**src/rtl/load_store_unit.sv**
```systemverilog
// Load/store unit: decodes a decode/execute result, issues one data-memory access
// at a time, and writes ALU or extended load results to the register file.
// Optional: define MISALIGN_CHECK_EN to trap misaligned halfword/word accesses.
module load_store_unit #(
  parameter logic [6:0] OP_LOAD  = 7'b0000011,
  parameter logic [6:0] OP_STORE = 7'b0100011
) (
  input  logic        clk,
  input  logic        rst,
  input  logic        in_valid,
  output logic        in_ready,
  input  logic [6:0]  opcode,
  input  logic [2:0]  func3,
  input  logic        wb_reg,
  input  logic [4:0]  rd_num,
  input  logic [31:0] rd_data,
  input  logic [31:0] store_data,
  output logic        dmem_req,
  output logic        dmem_we,
  output logic [31:0] dmem_addr,
  output logic [3:0]  dmem_be,
  output logic [31:0] dmem_wdata,
  input  logic        dmem_gnt,
  input  logic        dmem_rvalid,
  input  logic [31:0] dmem_rdata,
  output logic        rf_we,
  output logic [4:0]  rf_waddr,
  output logic [31:0] rf_wdata,
  output logic        misalign_err
);

  typedef enum logic [1:0] {IDLE, REQ, WAIT} state_t;

  localparam logic [2:0] F3_B  = 3'b000;
  localparam logic [2:0] F3_H  = 3'b001;
  localparam logic [2:0] F3_BU = 3'b100;
  localparam logic [2:0] F3_HU = 3'b101;

  state_t      state;
  logic [2:0]  ld_func3;
  logic [1:0]  ld_off;
  logic [4:0]  ld_rd;
  logic        ld_wb;

  logic        take;
  logic        is_load;
  logic        is_store;
  logic        is_mem;
  logic [1:0]  off;
  logic        rf_en;
  logic        mis;
  logic [3:0]  req_be;
  logic [31:0] req_wdata;

  // Stores: byte/halfword lanes are selected by the low address bits and the
  // data is replicated so the memory can pick any lane; anything else is a word.
  function automatic logic [3:0] store_be(input logic [2:0] f3, input logic [1:0] a);
    logic [3:0] be;
    case (f3)
      F3_B:    be = 4'b0001 << a;
      F3_H:    be = a[1] ? 4'b1100 : 4'b0011;
      default: be = 4'b1111;
    endcase
    return be;
  endfunction

  function automatic logic [31:0] store_lanes(input logic [2:0] f3, input logic [31:0] d);
    logic [31:0] w;
    case (f3)
      F3_B:    w = {4{d[7:0]}};
      F3_H:    w = {2{d[15:0]}};
      default: w = d;
    endcase
    return w;
  endfunction

  function automatic logic [31:0] load_extend(input logic [2:0] f3, input logic [1:0] a,
                                              input logic [31:0] w);
    logic [7:0]  b;
    logic [15:0] h;
    logic [31:0] r;
    b = w[8*a +: 8];
    h = a[1] ? w[31:16] : w[15:0];
    case (f3)
      F3_B:    r = {{24{b[7]}}, b};
      F3_BU:   r = {24'd0, b};
      F3_H:    r = {{16{h[15]}}, h};
      F3_HU:   r = {16'd0, h};
      default: r = w;
    endcase
    return r;
  endfunction

`ifdef MISALIGN_CHECK_EN
  function automatic logic misaligned(input logic ld, input logic [2:0] f3, input logic [1:0] a);
    logic half;
    logic word;
    half = ld ? (f3 == F3_H || f3 == F3_HU) : (f3 == F3_H);
    word = ld ? !(f3 == F3_B || f3 == F3_BU || f3 == F3_H || f3 == F3_HU)
              : !(f3 == F3_B || f3 == F3_H);
    return (half && a[0]) || (word && (a != 2'b00));
  endfunction
`endif

  assign in_ready  = (state == IDLE) && !rst;
  assign take      = in_valid && in_ready;
  assign is_load   = (opcode == OP_LOAD);
  assign is_store  = (opcode == OP_STORE);
  assign is_mem    = is_load || is_store;
  assign off       = rd_data[1:0];
  assign rf_en     = wb_reg && (rd_num != 5'd0);
  assign req_be    = is_store ? store_be(func3, off) : 4'b1111;
  assign req_wdata = is_store ? store_lanes(func3, store_data) : 32'd0;

`ifdef MISALIGN_CHECK_EN
  assign mis = misaligned(is_load, func3, off);
`else
  assign mis = 1'b0;
  assign misalign_err = 1'b0;
`endif

  // NOTE: every register here is assigned with <= so all state updates see the
  // values from before the edge; mixing in = would make ordering matter.
  always_ff @(posedge clk) begin
    if (rst) begin
      // NOTE: the whole datapath is cleared, not just the state, because every
      // output is observable as zero during reset.
      state      <= IDLE;
      dmem_req   <= 1'b0;
      dmem_we    <= 1'b0;
      dmem_addr  <= 32'd0;
      dmem_be    <= 4'd0;
      dmem_wdata <= 32'd0;
      rf_we      <= 1'b0;
      rf_waddr   <= 5'd0;
      rf_wdata   <= 32'd0;
      ld_func3   <= 3'd0;
      ld_off     <= 2'd0;
      ld_rd      <= 5'd0;
      ld_wb      <= 1'b0;
`ifdef MISALIGN_CHECK_EN
      misalign_err <= 1'b0;
`endif
    end else begin
      rf_we <= 1'b0;
`ifdef MISALIGN_CHECK_EN
      misalign_err <= 1'b0;
`endif
      case (state)
        IDLE: begin
          if (take) begin
            if (!is_mem) begin
              rf_we    <= rf_en;
              rf_waddr <= rd_num;
              rf_wdata <= rd_data;
            end else if (mis) begin
`ifdef MISALIGN_CHECK_EN
              misalign_err <= 1'b1;
`endif
            end else begin
              state      <= REQ;
              dmem_req   <= 1'b1;
              dmem_we    <= is_store;
              dmem_addr  <= {rd_data[31:2], 2'b00};
              dmem_be    <= req_be;
              dmem_wdata <= req_wdata;
              ld_func3   <= func3;
              ld_off     <= off;
              ld_rd      <= rd_num;
              ld_wb      <= rf_en;
            end
          end
        end
        REQ: begin
          // Request fields stay frozen until the grant; a store is done once granted.
          if (dmem_gnt) begin
            dmem_req <= 1'b0;
            state    <= dmem_we ? IDLE : WAIT;
          end
        end
        WAIT: begin
          if (dmem_rvalid) begin
            state    <= IDLE;
            rf_we    <= ld_wb;
            rf_waddr <= ld_rd;
            rf_wdata <= load_extend(ld_func3, ld_off, dmem_rdata);
          end
        end
        default: state <= IDLE;
      endcase
    end
  end

endmodule

```
**config.mk**
```make
export PLATFORM = sky130hd
export DESIGN_NAME = load_store_unit
export DESIGN_NICKNAME = d
export VERILOG_FILES = /design/src/rtl/load_store_unit.sv
export SDC_FILE = /design/constraint.sdc
export NUM_CORES = 1
export LEC_CHECK = 0
export BUFFER_PORTS_ARGS = -buffer_cell sky130_fd_sc_hd__buf_2
export CAP_MARGIN = 20
export CORE_MARGIN = 1.5
export CORE_UTILIZATION = 35
export CTS_CLUSTER_SIZE = 12
export DETAILED_ROUTE_END_ITERATION = 12
export SETUP_SLACK_MARGIN = 0.15
export SLEW_MARGIN = 20
export SYNTH_ARGS = -nofsm -noshare
export SYNTH_HDL_FRONTEND = slang
export SYNTH_SLANG_ARGS = --single-unit
```
**constraint.sdc**
```tcl
create_clock -name clk -period 1.4 [get_ports clk]
set_input_delay 0.21 -clock clk [delete_from_list [all_inputs] [get_ports clk]]
set_output_delay 0.21 -clock clk [all_outputs]
set_load 0.1 [all_outputs]
```
# After elaboration in Yosys (flattened, before gate mapping)
# Cells that the tools add are included.
[totals] register_bits=119 in_bits=117 out_inout_bits=110 word_cells=72
[op_classes] eq_ne=13 shifts=2 n_mux=29 n_reduce_logical=15
[ops] op="$mux W32" n=4
[ops] op="$pmux W32 S2" n=2
[ops] op="$pmux W32 S4" n=1
[ops] op="$shiftx A32 B6 Y8" n=1
[ops] op="$mux W16" n=1
[ops] op="$mux W5" n=3
[ops] op="$reduce_and A4 Y1" n=3
[ops] op="$mux W2" n=5
[ops] op="$ne A2 B2 Y1 const B" n=5
[ops] op="$pmux W5 S2" n=1
[ops] op="$mux W4" n=2
[ops] op="$pmux W4 S2" n=1
[ops] op="$eq A7 B2 Y1 const B" n=1
[ops] op="$eq A7 B6 Y1 const B" n=1
[ops] op="$eq A3 B1 Y1 const B" n=2
[ops] op="$eq A3 B3 Y1 const B" n=2
[ops] op="$logic_not A3 Y1" n=2
[ops] op="$mux W1" n=6
[ops] op="$pmux W2 S3" n=1
[ops] op="$reduce_bool A5 Y1" n=1
[ops] op="$pmux W1 S2" n=2
[ops] op="$reduce_bool A2 Y1" n=2
[ops] op="$shl A1 B2 Y4 const A" n=1
[ops] op="$logic_and A1 B1 Y1" n=3
[ops] op="other kinds (6)" n=6

# Logic depth before layout (Yosys ltp)
# Gate-level depths: netlist (run 1).
[logic_depth] depth_word=5 depth_mapped=7

# Worst setup path after synthesis (run 1)
# Ideal clock, no wire load.
[synth_path] path_kind="flip-flop to output port" from="register state[0]" to="output in_ready" t_arrival_ps=2620 required_ps=1190 setup_slack_ps=-1430 path_stages_with_launch=3 path_buffers=1 cell_sequence="dfxtp_1 clkbuf_1 nor3_1"
[synth_between] elab_chain_cells=2
[synth_lines] element="start, declared" line="39" rtl="state_t state;"
[synth_lines] element="start signal, assigned" line="178" rtl="state <= dmem_we ? IDLE : WAIT;"
[synth_lines] element="$logic_not A2 Y1" line="105" rtl="assign in_ready = (state == IDLE) && !rst;"
[synth_lines] element="$logic_and A1 B1 Y1" line="105"
[synth_lines] element="end, declared" line="11" rtl="output logic in_ready,"
# Every way passes these cells.

# Worst setup path in the final report (run 1)
[layout_path] from="register state[1]" to="register dmem_wdata[25]"
[layout_between] elab_chain_cells=4
[layout_lines] element="$logic_not A2 Y1 (*)" line="105, 149"
[layout_lines] element="$logic_and A1 B1 Y1" line="105"
[layout_lines] element="$logic_and A1 B1 Y1" line="106" rtl="assign take = in_valid && in_ready;"
[layout_lines] element="$reduce_and A3 Y1 (no line) (*)"
[layout_lines] element="end signal, assigned" line="166" rtl="dmem_wdata <= req_wdata;"
[layout_lines] element="end, declared" line="22" rtl="output logic [31:0] dmem_wdata,"
# Mark *: on every way between the ends. The rest lies on a longest branch, timed or not.
# A chain may end at the register's enable or synchronous reset.

==> results.sh, run 1 <==
export IMPL_whs_ns=0.04137
export IMPL_design_portCount=227
export IMPL_core_area_mm2=0.01589
export IMPL_rows=46
export IMPL_final_util=0.7099
export IMPL_drive_above_1_share=0.5783
export IMPL_placed_cells=1163
export IMPL_critPathTopFamily="buffers and inverters"
export IMPL_cts_buffers_inserted=17
export IMPL_violations="setup timing"
export IMPL_cp_num_cells=8
export IMPL_timing_fmax_mhz=585.3
export IMPL_ctsLongestPathBuffers=2
export IMPL_vias=6935
export IMPL_layout_min_cycle_time_ns=1.709
export IMPL_antenna_found_initial=0
export IMPL_path_class="flop to flop"
export IMPL_arrival_ns=2.05
export IMPL_path_clk_slew_ns=0.06
export IMPL_synthToLayoutAreaGrowth_pct=98.57
export IMPL_synth_compound_area_share=0.2690
export IMPL_power_density_mw_per_mm2=889.2
export IMPL_grtUsageMet2=0.4885
export IMPL_grt_busiest_layer="met2"
export IMPL_synthAdderAreaFrac=0
export IMPL_yosysSeqAreaShare=0.4195
export IMPL_vdd_drop_max_mv=0.8665
export IMPL_fillers=1078
export IMPL_seqCellArea_mm2=0.002425
export IMPL_fp_dieW_um=130.4
export IMPL_cts_tree="built"
export IMPL_synth_edff_count=0
export IMPL_met3_usage=0.07980
export IMPL_period_share=1.220
export IMPL_die_area_mm2=0.01700
export IMPL_cp_slowest_stage_delay_ns=0.33
export IMPL_viasPerCell=5.517
export IMPL_cts_hold_buffers_added=0
export IMPL_synth_xor_area_share=0
export IMPL_crit_end="dmem_wdata[25]"
export IMPL_hp_class="input port to flop"
export IMPL_synth_common_cells="nand2_1 (161), a21oi_1 (133), dfxtp_1 (119)"
export IMPL_cp_required_ns=1.75
export IMPL_wl_per_cell_um=20.80
export IMPL_syn_mean_instance_area_um2=8.010
export IMPL_worstReg2RegEnd="dmem_wdata[25]"
export IMPL_r2r_start="state[1]"
export IMPL_r2r_cells=8
export IMPL_fin_nets=1145
export IMPL_cts_htree_levels=4
export IMPL_worst_path_buf_inv=4
export IMPL_root_buffer="clkbuf_16"
export IMPL_cp_slowest_cell="dfxtp_2"
export IMPL_synth_cell_types=53
export IMPL_n_antenna_cell=0
export IMPL_muxShareOfSynthArea=0.05596
export IMPL_drv_slew=0
export IMPL_cp_max_fo=6
export IMPL_grt_pass1_wl_mm=35.42
export IMPL_grt_pass1_vias=6538
export IMPL_yosys_warnings=0
export IMPL_skew_ns=0.009707
export IMPL_ant_nets=0
export IMPL_clkLatencyLatePin_ns=0.43
export IMPL_cp_start_kind="flop"
export IMPL_fp_dieH_um=130.4
export IMPL_synth_top_family_by_area="compound AO/OA/AOI/OAI gates"
export IMPL_yosys_area_share_simple=0.1864
export IMPL_io_buffers=223
export IMPL_wl_mm=26.15
export IMPL_drtIter0Drc=443
export IMPL_first_pass_iters=6
export IMPL_setup_tns_ns=-26.12
export IMPL_multiInputGateArea_mm2=0.003859
export IMPL_met1_usage=0.3148
export IMPL_finalWorstSetupSlack_ns=-0.3086
export IMPL_async_reset_ff_frac=0
export IMPL_crit_path_start="state[1]"
export IMPL_drc=0
export IMPL_initial_core_util=0.3575
export IMPL_p_leak_nw=4.343
export IMPL_yosysMostFrequentCell="nand2_1"
export IMPL_netlist_top_cells_area="dfxtp_1 (42%), a21oi_1 (12%), nand2_1 (11%), mux2_2 (3.8%), o32ai_2 (2.9%)"
export IMPL_netlist_instances=709
export IMPL_hold_viol_final=0
export IMPL_cts_sinks=119
export IMPL_synthesis_area_mm2=0.005679
export IMPL_grt_ovfl_total=0
export IMPL_setup_viol=118
export IMPL_synthFlopType="dfxtp_1"
export IMPL_status="complete, but fails checks"
export IMPL_grt_max_degree=80
export IMPL_dp_hpwl_mm=15.02
export IMPL_yosysTopAreaCellShare=0.4195
export IMPL_gp_congestion=0.8782
export IMPL_setup_worst_path_end_class="flop"
export IMPL_reg2reg_slack_ns=-0.31
export IMPL_instances_no_fill=1257
export IMPL_globalRouteTotalUtil=0.2730
export IMPL_cap_violations=0
export IMPL_path_cells="nor3b_2 > buf_4 > and4b_4 > buf_12 > buf_6 > buf_16 > o2111ai_2 > a21oi_1"
export IMPL_yosys_area_top_type="dfxtp_1"
export IMPL_grt_setup_unrepaired="yes"
export IMPL_synth_seq_cells=119
## metrics by stage
stage          cell area, um^2  setup slack (ns)  power (mW)
2_1_floorplan             5879          -0.09404       4.438
3_3_place_gp              7602           -0.4025       4.911
3_5_place_dp              7602           -0.3575       4.918
4_1_cts                   9921           -0.2266       9.853
5_1_grt                  11280           -0.3522       10.34
6_report                 11280           -0.3086       10.03
## worst register-to-register path, stage by stage, from the launching register on
cell and delay [ns]:
dfxtp_2 0.33, nor3b_2 0.21, buf_4 0.16, and4b_4 0.28
buf_12 0.14, buf_6 0.11, buf_16 0.12, o2111ai_2 0.11
a21oi_1 0.18
## sequential cells by signal, summed over array words and instances (netlist names)
| register | count |
|---|---|
| dmem_wdata | 32 |
| rf_wdata | 32 |
| dmem_addr | 30 |
| ld_rd | 5 |
| rf_waddr | 5 |
| dmem_be | 4 |
| ld_func3 | 3 |
| ld_off | 2 |
| state | 2 |
| dmem_req | 1 |
| dmem_we | 1 |
| ld_wb | 1 |
| rf_we | 1 |
## routing by layer
metal	wire (um)	vias to the layer above
li1	-	3160
met1	9831	3360
met3	2059	77
met2	13280	338
met5	0	-
met4	976	0
## how the worst min path moves through the flow
stage                     endpoint  cells after the start           start  slack [ns]
finish                dmem_addr[8]                      3      rd_data[8]        0.04
global placement    dmem_wdata[31]                      2  dmem_wdata[31]        0.44
detailed placement   dmem_wdata[4]                      2   dmem_wdata[4]        0.44
global route         dmem_addr[26]                      3     rd_data[26]        0.04
CTS                  dmem_addr[24]                      3     rd_data[24]        0.03
floorplan                ld_off[0]                      2      rd_data[0]        0.34
## area by class of cell
cell class	instances	area share
timing repair buffer	360	0.3537
multi-input combinational	506	0.3422
sequential	119	0.2150
clock buffer	18	0.03894
tap	216	0.02397
clock inverter	14	0.01764
inverter	24	0.008543
## report_power, final
group	internal (mW)	total [mW]	leakage (nW)	switching, mW
Clock	3.04	4.76	0.299	1.72
Sequential	3.45	3.52	0.978	0.0660
Combinational	0.656	1.75	3.07	1.10
Total	7.15	10.0	4.34	2.88
## repair_timing
action | CTS | global route
pin swaps | 40 | 51
endpoints found under the hold margin | 0 | 0
endpoints found under the setup margin | 224 | 176
gates resized for setup | 331 | 234
cloned | 13 | 10
setup buffers | 22 | 17
## cell usage in the layout, fill, tap and decap left out, drive strengths merged, types with 2 or more instances in the layout
cell type,count
o2111ai,11
a311o,5
a2111oi,6
mux2,19
a22o,2
o22ai,2
mux2i,10
nor2b,8
dfxtp,119
clkbuf,27
a311oi,6
or2,2
a32oi,5
nand2b,5
inv,25
nor2,25
or2b,2
a21oi,133
o21ai,8
clkinv,4
bufinv,4
a31oi,2
a21o,2
o32ai,21
a211o,3
and2,2
nand2,161
a221oi,2
nor3,8
buf,351
o21bai,3
clkinvlp,5
a211oi,4
conb,3
o21ba,2
nand3,30
a22oi,2
## cells by family after synthesis
family / count (synthesis)
flops: 119
simple gates: 247
mux: 29
buf+inv: 88
other cells: 1
compound gates: 225
Power figures use the tool's default switching activity.
==> inputs of run 2 (changes only) <==
--- a/config.mk
+++ b/config.mk
@@ -11,6 +11,7 @@
 export CORE_UTILIZATION = 35
 export CTS_CLUSTER_SIZE = 12
 export DETAILED_ROUTE_END_ITERATION = 12
+export PLACE_DENSITY_LB_ADDON = 0.15
 export SETUP_SLACK_MARGIN = 0.15
 export SLEW_MARGIN = 20
 export SYNTH_ARGS = -nofsm -noshare
==> run 2 against run 1 <==
Compared with the run above: the run still ends with setup timing left; clock power shrank 5.7%; hold slack is essentially flat; combinational power shrank 9%; global-route usage shrank 0.81 points; power shrank 4.3%; fmax grew 3.7%; largest cell class is now multi-input combinational cells.
==> results.sh, run 2 (synthesized netlist as in run 1, its figures left out) <==
export IMPL_status="complete, but fails checks"
export IMPL_violations="setup timing"
export IMPL_synthToLayoutAreaGrowth_pct=88.70
export IMPL_grt_setup_unrepaired="yes"
export IMPL_instances_no_fill=1245
export IMPL_crit_end="rf_wdata[9]"
export IMPL_wl_mm=23.54
export IMPL_cp_required_ns=1.75
export IMPL_reg_largest_list="dmem_wdata: 32 flops, rf_wdata: 32 flops, dmem_addr: 30 flops"
export IMPL_cts_buffers_inserted=17
export IMPL_final_util=0.6746
export IMPL_placedInstanceArea_mm2=0.007655
export IMPL_critPathTopFamily="compound AO/OA/AOI/OAI gates"
export IMPL_total_power_mw=9.593
export IMPL_globalRouteTotalUtil=0.2649
export IMPL_reg2reg_slack_ns=-0.25
export IMPL_grt_pass1_vias=6237
export IMPL_skew_ns=0.009476
export IMPL_grt_ovfl_total=0
export IMPL_initial_core_util=0.3575
export IMPL_setup_worst_path_end_class="flop"
export IMPL_cp_num_cells=6
export IMPL_p_leak_nw=4.169
export IMPL_hold_viol_final=0
export IMPL_rows=46
export IMPL_core_area_mm2=0.01589
export IMPL_antenna_found_initial=0
export IMPL_path_cells="buf_6 > mux2_4 > mux2i_4 > o41a_4 > a311o_1 > a21oi_2"
export IMPL_fp_dieW_um=130.4
export IMPL_path_class="flop to flop"
export IMPL_viasPerCell=5.224
export IMPL_vias=6504
export IMPL_die_area_mm2=0.01700
export IMPL_wl_per_cell_um=18.91
export IMPL_drc=0
export IMPL_r2r_cells=6
export IMPL_fillers=1259
export IMPL_cp_slowest_stage_delay_ns=0.41
export IMPL_layout_commonest_cell="nand2_1"
export IMPL_design_portCount=227
export IMPL_r2r_start="ld_off[0]"
export IMPL_path_clk_slew_ns=0.06
export IMPL_final_area_mm2=0.01072
export IMPL_cts_htree_levels=4
export IMPL_n_antenna_cell=0
export IMPL_period_share=1.176
export IMPL_dp_hpwl_mm=14.65
export IMPL_root_buffer="clkbuf_16"
export IMPL_cp_slowest_cell="o41a_4"
export IMPL_first_pass_iters=5
export IMPL_cts_tree="built"
export IMPL_cp_start_kind="flop"
export IMPL_worst_path_buf_inv=1
export IMPL_fp_dieH_um=130.4
export IMPL_io_buffers=223
export IMPL_layout_min_cycle_time_ns=1.647
export IMPL_grt_pass1_wl_mm=34.02
export IMPL_drive_above_1_share=0.5588
export IMPL_timing_fmax_mhz=607.2
export IMPL_power_density_mw_per_mm2=895.2
export IMPL_clkLatencyLatePin_ns=0.42
export IMPL_gp_congestion=0.8714
export IMPL_cp_max_fo=7
export IMPL_cap_violations=0
export IMPL_mostFrequentLayoutCells="nand2_1 (136), buf_2 (115), dfxtp_1 (97)"
export IMPL_ctsLongestPathBuffers=2
export IMPL_seqCellArea_mm2=0.002415
export IMPL_drtIter0Drc=411
export IMPL_placed_cells=1165
export IMPL_fin_nets=1134
export IMPL_cts_sinks=119
export IMPL_grt_max_degree=64
export IMPL_arrival_ns=1.99
export IMPL_multiInputGateArea_mm2=0.003667
export IMPL_hp_class="input port to flop"
export IMPL_finalWorstSetupSlack_ns=-0.2470
export IMPL_worstReg2RegEnd="rf_wdata[9]"
export IMPL_drv_slew=0
export IMPL_setup_viol=116
export IMPL_ant_nets=0
export IMPL_vdd_drop_max_mv=0.8161
export IMPL_crit_path_start="ld_off[0]"
run 2: cell types whose count changed in the layout (fill, tap and decap cells not counted), moves of 9 or more:
cell	previous run	this run
nand3_2	19	10
a21oi_2	25	44
buf_12	59	48
a21oi_4	15	4
run 2: per-layer routing:
layer / part of all wire / routed length [um] / global-route usage
met5: 0 / 0 / 0
met4: 0.018 / 427 / 0.1080
met3: 0.079 / 1852 / 0.07614
met2: 0.51 / 12060 / 0.4604
met1: 0.39 / 9199 / 0.3067
run 2: layout make-up:
cell class,instances,area share
repair buffers,350,0.3422
clock buffers,17,0.03970
inverters,24,0.008757
multi-input cells,505,0.3422
well taps,216,0.02522
clock inverters,14,0.01658
flip-flops and latches,119,0.2253
run 2: worst min-delay path: stages:
cell	delay, ns
buf_2	0.11
nand2_1	0.05
a21oi_1	0.05
run 2: metrics by stage:
step | setup WS (ns) | setup TNS (ns) | hold WS (ns)
2_1_floorplan | -0.09404 | -1.769 | 0.3384
3_3_place_gp | -0.2438 | -16.20 | 0.4379
3_5_place_dp | -0.3321 | -17.71 | 0.4426
4_1_cts | -0.2245 | -13.49 | 0.02427
5_1_grt | -0.2920 | -25.15 | 0.02539
6_report | -0.2470 | -18.00 | 0.04123
run 2: worst min path at each step:
stage,start,endpoint,slack (ns),cells after the start
2_1_floorplan,rd_data[0],ld_off[0],0.34,2
3_3_place_gp,dmem_wdata[26],dmem_wdata[26],0.44,2
3_5_place_dp,dmem_wdata[21],dmem_wdata[21],0.44,2
4_1_cts,rd_data[22],dmem_addr[22],0.02,3
5_1_grt,rd_data[30],dmem_addr[30],0.03,3
6_report,rd_data[30],dmem_addr[30],0.04,3
run 2: report_power, final:
group	leakage, nW	switching (mW)	internal [mW]
logic	2.91	1.02	0.577
clock network	0.282	1.69	2.80
registers	0.975	0.0593	3.45
run 2: what timing repair did:
| item | CTS | global route |
|---|---|---|
| setup buffers | 20 | 14 |
| hold buffers | 0 | 0 |
| gates resized for setup | 322 | 176 |
| endpoints found under the hold margin | 0 | 0 |
| cloned | 12 | 3 |
| pin swaps | 47 | 48 |
| setup endpoints to repair | 224 | 164 |
